`src/rtl/ex_mac_unit.sv`:
```
// ex_mac_unit: multi-cycle multiply / multiply-accumulate engine for the EX stage.
// Executes MULT, MULTU, MADD, MADDU, MSUB and MSUBU. The product is built by
// shift-and-add, BITS_PER_CYCLE multiplier bits per cycle, while EX is held
// through stallreq_o. Accumulating ops hand the product to EX/MEM through
// hilo_temp_o/cnt_o. The register loops it back via hilo_temp_i/cnt_i, and the
// final HI/LO sum is formed from the looped-back value.
//
// Ports:
//   clk, rst          clock, synchronous active-high reset
//   aluop_i           EX ALU op code
//   reg1_i, reg2_i    multiplicand (rs), multiplier (rt)
//   hi_i, lo_i        forwarded current HI/LO
//   hilo_temp_i       partial result looped back from EX/MEM
//   cnt_i             phase count looped back from EX/MEM
//   stall_i           pipeline stall vector (bit 3: EX/MEM held)
//   flush_i           pipeline flush
//   stallreq_o        request to hold EX
//   whilo_o           HI/LO write enable
//   hi_o, lo_o        HI/LO result
//   hilo_temp_o       partial result to EX/MEM
//   cnt_o             phase count: 00 none, 01 product ready, 10 accumulate done
module ex_mac_unit #(
  parameter int unsigned BITS_PER_CYCLE = 2
) (
  input  logic        clk,
  input  logic        rst,
  input  logic [7:0]  aluop_i,
  input  logic [31:0] reg1_i,
  input  logic [31:0] reg2_i,
  input  logic [31:0] hi_i,
  input  logic [31:0] lo_i,
  input  logic [63:0] hilo_temp_i,
  input  logic [1:0]  cnt_i,
  input  logic [5:0]  stall_i,
  input  logic        flush_i,
  output logic        stallreq_o,
  output logic        whilo_o,
  output logic [31:0] hi_o,
  output logic [31:0] lo_o,
  output logic [63:0] hilo_temp_o,
  output logic [1:0]  cnt_o
);

  localparam logic [7:0] EXE_MULT_OP  = 8'b00011000;
  localparam logic [7:0] EXE_MULTU_OP = 8'b00011001;
  localparam logic [7:0] EXE_MADD_OP  = 8'b10100110;
  localparam logic [7:0] EXE_MADDU_OP = 8'b10101000;
  localparam logic [7:0] EXE_MSUB_OP  = 8'b10101010;
  localparam logic [7:0] EXE_MSUBU_OP = 8'b10101011;

  localparam int unsigned N         = 32 / BITS_PER_CYCLE;
  localparam int unsigned STEPW     = (N > 1) ? $clog2(N) : 1;
  localparam logic [STEPW-1:0] LAST_STEP = STEPW'(N - 1);

  typedef enum logic [1:0] {S_IDLE, S_MUL, S_DONE, S_ACC} state_t;

  state_t           r_state;
  logic [STEPW-1:0] r_step;
  logic [63:0]      r_mcand;
  logic [31:0]      r_mplier;
  logic [63:0]      r_acc;
  logic             r_sign;
  logic             r_mac;
  logic             r_sub;

  logic        w_is_op;
  logic        w_is_signed;
  logic        w_is_mac;
  logic        w_is_sub;
  logic [31:0] w_mag1;
  logic [31:0] w_mag2;
  logic [63:0] w_pp;
  logic [63:0] w_sum;
  logic [63:0] w_prod;
  logic [63:0] w_store;
  logic [63:0] w_loop_sum;
  logic        w_unused_stall;

  assign w_unused_stall = ^{stall_i[5:4], stall_i[2:0]};

  always_comb begin
    w_is_op     = 1'b1;
    w_is_signed = 1'b0;
    w_is_mac    = 1'b0;
    w_is_sub    = 1'b0;
    case (aluop_i)
      EXE_MULT_OP:  w_is_signed = 1'b1;
      EXE_MULTU_OP: ;
      EXE_MADD_OP:  begin w_is_signed = 1'b1; w_is_mac = 1'b1; end
      EXE_MADDU_OP: w_is_mac = 1'b1;
      EXE_MSUB_OP:  begin w_is_signed = 1'b1; w_is_mac = 1'b1; w_is_sub = 1'b1; end
      EXE_MSUBU_OP: begin w_is_mac = 1'b1; w_is_sub = 1'b1; end
      default:      w_is_op = 1'b0;
    endcase
  end

  // 32-bit negation of 0x80000000 yields 0x80000000, i.e. 2^31 as a magnitude.
  assign w_mag1 = (w_is_signed && reg1_i[31]) ? (32'd0 - reg1_i) : reg1_i;
  assign w_mag2 = (w_is_signed && reg2_i[31]) ? (32'd0 - reg2_i) : reg2_i;

  // Partial product of the multiplicand and the low multiplier digit.
  always_comb begin
    w_pp = '0;
    for (int unsigned i = 0; i < BITS_PER_CYCLE; i++) begin
      if (r_mplier[i]) w_pp = w_pp + (r_mcand << i);
    end
  end

  assign w_sum      = r_acc + w_pp;
  assign w_prod     = r_sign ? (64'd0 - w_sum) : w_sum;
  assign w_store    = r_sub ? (64'd0 - w_prod) : w_prod;
  assign w_loop_sum = hilo_temp_i + {hi_i, lo_i};

  always_ff @(posedge clk) begin
    if (rst || flush_i) begin
      r_state  <= S_IDLE;
      r_step   <= '0;
      r_mcand  <= '0;
      r_mplier <= '0;
      r_acc    <= '0;
      r_sign   <= 1'b0;
      r_mac    <= 1'b0;
      r_sub    <= 1'b0;
    end else begin
      case (r_state)
        S_IDLE: begin
          if (w_is_op && cnt_i == 2'b00) begin
            r_mcand  <= {32'd0, w_mag1};
            r_mplier <= w_mag2;
            r_acc    <= '0;
            r_step   <= '0;
            r_sign   <= w_is_signed & (reg1_i[31] ^ reg2_i[31]);
            r_mac    <= w_is_mac;
            r_sub    <= w_is_sub;
            r_state  <= S_MUL;
          end
        end
        S_MUL: begin
          r_mcand  <= r_mcand << BITS_PER_CYCLE;
          r_mplier <= r_mplier >> BITS_PER_CYCLE;
          r_step   <= r_step + STEPW'(1);
          if (r_step == LAST_STEP) begin
            // Last digit: fold in sign correction and MSUB negation at once.
            r_acc   <= w_store;
            r_state <= S_DONE;
          end else begin
            r_acc <= w_sum;
          end
        end
        S_DONE: begin
          if (r_mac)            r_state <= S_ACC;
          else if (!stall_i[3]) r_state <= S_IDLE;
        end
        S_ACC: begin
          if (!stall_i[3]) r_state <= S_IDLE;
        end
        default: r_state <= S_IDLE;
      endcase
    end
  end

  always_comb begin
    stallreq_o  = 1'b0;
    whilo_o     = 1'b0;
    hi_o        = '0;
    lo_o        = '0;
    hilo_temp_o = '0;
    cnt_o       = 2'b00;
    case (r_state)
      S_IDLE: begin
        if (w_is_op && cnt_i == 2'b00) begin
          stallreq_o = 1'b1;
        end else if (w_is_op && w_is_mac && cnt_i == 2'b10) begin
          // Accumulate already finished: replay the looped-back sum, no restart.
          {hi_o, lo_o} = w_loop_sum;
          whilo_o      = 1'b1;
          hilo_temp_o  = hilo_temp_i;
          cnt_o        = 2'b10;
        end
      end
      S_MUL: stallreq_o = 1'b1;
      S_DONE: begin
        if (r_mac) begin
          hilo_temp_o = r_acc;
          cnt_o       = 2'b01;
          stallreq_o  = 1'b1;
        end else begin
          {hi_o, lo_o} = r_acc;
          whilo_o      = 1'b1;
        end
      end
      S_ACC: begin
        {hi_o, lo_o} = w_loop_sum;
        whilo_o      = 1'b1;
        hilo_temp_o  = r_acc;
        cnt_o        = 2'b10;
      end
      default: ;
    endcase
  end

endmodule

```
`config.mk`:
```
export PLATFORM = sky130hd
export DESIGN_NAME = ex_mac_unit
export DESIGN_NICKNAME = d
export VERILOG_FILES = /design/src/rtl/ex_mac_unit.sv
export SDC_FILE = /design/constraint.sdc
export NUM_CORES = 1
export LEC_CHECK = 0
export BUFFER_PORTS_ARGS = -buffer_cell sky130_fd_sc_hd__buf_2
export CORE_MARGIN = 2
export CORE_UTILIZATION = 40
export DETAILED_ROUTE_END_ITERATION = 6
export HOLD_SLACK_MARGIN = 0.12
export PLACE_DENSITY = 0.66
export SYNTH_ARGS = -nofsm -noshare
export SYNTH_HDL_FRONTEND = slang
export SYNTH_SLANG_ARGS = --single-unit
```
`constraint.sdc`:
```
create_clock -name clk -period 14.45 [get_ports clk]
set_clock_uncertainty 0.2 [all_clocks]
set_input_delay 2.89 -clock clk [delete_from_list [all_inputs] [get_ports clk]]
set_output_delay 2.89 -clock clk [all_outputs]
set_load 0.03 [all_outputs]
```
==> key figures <==
Layout
  – Commonest non-fill, non-tap cells in the layout: 499 x nand2_1, 387 x a21oi_1, 337 x buf_2
  – Layout cells sized above 1: 0.133
  – Most common cell after layout, fill and taps aside: nand2_1
  – Final nets: 4254
  – P&R area growth vs syn: 10.6%

Worst setup path
  – CP max stage delay: approximately 0.64 ns
  – Crit. Startpoint: r_mplier[0]$_SDFFE_PP0P_
  – FF-to-FF Start: r_mplier[0]$_SDFFE_PP0P_
  – Cell class contributing the biggest share of worst-path delay: simple AND/OR/NAND/NOR gates
  – WS Path Type: reg2reg
  – Slowest CP cell: dfxtp_4
  – Reg2Reg Setup Slack: 3.41 ns
  – FF-to-FF path depth: 42
  – Worst Path Max Fanout: 47
  – CP endpoint kind: register
  – Critical Path Source Type: register
  – Crit path DAT: 11.20 ns
  – Bufs and invs on worst path: 3
  – Reg2reg end: r_acc[61]$_SDFFE_PP0P_
  – CP required: 14.61 ns

Power
  – Clock share of power: 0.430
  – Comb pwr share: 0.179
  – P_sw: 0.390 mW
  – Pwr/cell area: 42.1 nW/um^2
  – Internal power: 0.804 mW
  – Register share of total power: 0.390
  – Standby leakage power: around 12 nW
  – VDD IR-drop max: 0.0624 mV
  – Total chip power: 1.19 mW
  – Sw Ratio: 0.327

CTS
  – Reg clk slew, reported paths: 0.10 ns
  – CTS tree: built
  – Max H-tree Level: 4
  – Clock latency on the worst-skew pair: 0.49 ns
  – Total CTS buffers: 17
  – CTS max path bufs: 2
  – Clock tree root buffer cell: clkbuf_16
  – CTS Sinks: 169
  – Hold Buf Count CTS: 0
  – Cts repair resizes: 0
  – Post-CTS setup buffers: 0

STA
  – Worst-margin pin slew: 1.12 ns
  – Final setup violating endpoints: 0
  – Fin crit period: between 10 and 15 ns
  – F_max: just over 0.09 GHz
  – RSZ-0062 raised after global routing: no
  – Max Transition Viols Final: 0
  – Relative slew margins: 0.250
  – Fin Setup TNS: 0 ns
  – Final hold vios: 0
  – Part of the cycle the worst path needs: 0.764

Synthesis
  – Yosys cell types: 112
  – Seq cells post-synth: around 170
  – Post-synth EDFFs: 0
  – Main flop type after synthesis: dfxtp_1
  – Ys Warns: 0
  – Sequential cell area fraction in the yosys report: 0.132
  – Cell Area, Synth: ~26000 um^2
  – Async set or reset register ratio after synthesis: 0
  – Post-Syn Nets: 4107
  – Gate count after technology mapping: ~3700
  – Avg Cell Area, Syn: about 6.9 um^2

Floorplanning
  – Site Rows: 92
  – Die Y: ~260 um
  – Top-Level Pins: between 300 and 400
  – Die Wd: about 260 um
  – Total core area: 63200 um^2
  – Initial Util: 0.406
  – Die Footprint: between 60000 and 70000 um^2

Worst hold path
  – Hold endpoint: r_mplier[31]$_SDFFE_PP0P_
  – Hold Crit Depth: 2
  – Hold WC Path Type: reg2reg
  – HP Start: r_mplier[31]$_SDFFE_PP0P_

Drt
  – Vias: between 20000 and 30000
  – DRT iter0 DRCs: 2326
  – Detailed Routing Iterations Pass 1: 6
  – Number of routed nets with antenna violations: 0
  – Drt drc: 0
  – Wire per inst: 18.2 um
  – Final Routed Wirelength: around 86000 um
  – Via/cell ratio: 5.99

Placed design
  – HPWL after DPL: ~66000 um
  – Port bufs: ~340
  – RePlAce Congestion: 0.968

Run status
  – Status: finished clean

Flow run
  – Max-Cap Viols: 0

GRT
  – Initial antenna violation count: 2
  – First-pass GRT wire length: ~140000 um
  – Largest net degree at the start of global routing: 91
  – GRT Total Usage: 0.247
  – Grt total ovfl: 0
  – Vias in the first global route: about 26000
layer usage:
metal	up-vias	global-route usage	routed length [um]
met5	-	0	0
met4	0	0.0945	3150
met3	154	0.0233	3740
met2	796	0.440	42900
met1	13400	0.305	36200
li1	14000	-	-
worst min-delay path: cells and delay by family, from the launching register on:
family             cells  cell delay [ns]
and+or+nand+nor        1             0.05
AOI/OAI and AO/OA      1             0.05
DFF                    1             0.32
worst max-delay path by stage:
stage	end	slack (ns)	cells past startpoint
final	r_acc[61]$_SDFFE_PP0P_	3.41	42
after global routing	r_acc[59]$_SDFFE_PP0P_	2.59	42
after CTS	r_acc[61]$_SDFFE_PP0P_	3.47	42
after detailed placement	r_acc[61]$_SDFFE_PP0P_	3.54	42
after global placement	r_acc[61]$_SDFFE_PP0P_	3.62	42
after floorplan	r_acc[61]$_SDFFE_PP0P_	2.59	49
power groups by stage:
stage	Sequential (mW)	Clock (mW)	Combinational (mW)
6_report	0.466	0.513	0.214
5_1_grt	0.466	0.539	0.237
4_1_cts	0.466	0.523	0.211
3_5_place_dp	0.477	0	0.210
3_3_place_gp	0.477	0	0.209
2_1_floorplan	0.477	0	0.140
per-stage QoR:
step           setup slack (ns)   util  hold slack, ns  area [um^2]  cells
2_1_floorplan              2.59      -           0.232        25600   3720
3_3_place_gp               3.62  0.439           0.243        27700   4694
3_5_place_dp               3.54  0.439           0.253        27700   4694
4_1_cts                    3.47  0.449           0.268        28400   4726
5_1_grt                    2.59  0.449           0.297        28400   4728
6_report                   3.41  0.449           0.261        28400   4728
layout make-up:
class                      count  area, um^2
clock inverter                15         216
antenna                        2        5.00
fill                        6603       34800
clock buffer                  17         425
timing repair buffer         361        1870
multi-input combinational   3230       21100
inverter                      88         330
tap                          846        1060
sequential                   169        3390
state kept, by name, indices dropped and copies added, names as in the netlist:
signal,flops
r_mac,1
r_sign,1
r_acc,64
r_sub,1
r_mplier,32
r_state,2
r_step,4
r_mcand,64
cells in the mapped netlist (9+ instances only):
library cell	instances	share of area
nand3b_1	9	0.0026
mux2i_1	12	0.0047
mux2_2	25	0.011
o41ai_1	18	0.0061
xnor2_1	227	0.078
nand4_1	49	0.012
o21a_1	37	0.011
or2_2	23	0.0056
inv_1	86	0.013
nor3b_1	9	0.0026
a21oi_1	388	0.076
a31oi_1	23	0.0056
or3_1	28	0.0068
o21ai_1	27	0.0053
nor3_1	58	0.011
buf_1	22	0.0032
nor2b_1	34	0.0083
nand2_1	499	0.073
a22o_1	73	0.025
o221ai_1	9	0.0031
clkbuf_1	199	0.029
o211ai_1	30	0.0088
nand3_1	135	0.026
o2111ai_1	9	0.0031
o21bai_1	22	0.0064
a211oi_1	22	0.0064
o22ai_1	12	0.0029
and4_1	13	0.0044
a21o_1	80	0.023
nor2_1	215	0.031
a22oi_1	79	0.023
xor2_1	136	0.046
nor4_1	28	0.0068
o31ai_1	46	0.013
and3_1	46	0.011
a211o_1	10	0.0034
dfxtp_1	169	0.13
ha_1	173	0.084
and2_1	64	0.016
o21ai_0	290	0.057
a21boi_0	12	0.0035
or4_1	23	0.0067
nand2b_1	50	0.012
a32oi_1	15	0.0051
logic make-up (layout without fill, tap and decap cells):
logic type / after synthesis / after routing / synth area share
AOI/OAI and AO/OA: 1320 / 1320 / 0.336
other: 0 / 2 / 0
and+or+nand+nor: 1331 / 1331 / 0.256
DFF: 169 / 169 / 0.132
muxes: 37 / 37 / 0.0157
xor gates and xnor gates: 364 / 364 / 0.125
buffers and inverters: 321 / 481 / 0.0483
adders and majority gates: 178 / 178 / 0.0875
Power figures use the tool's default switching activity.
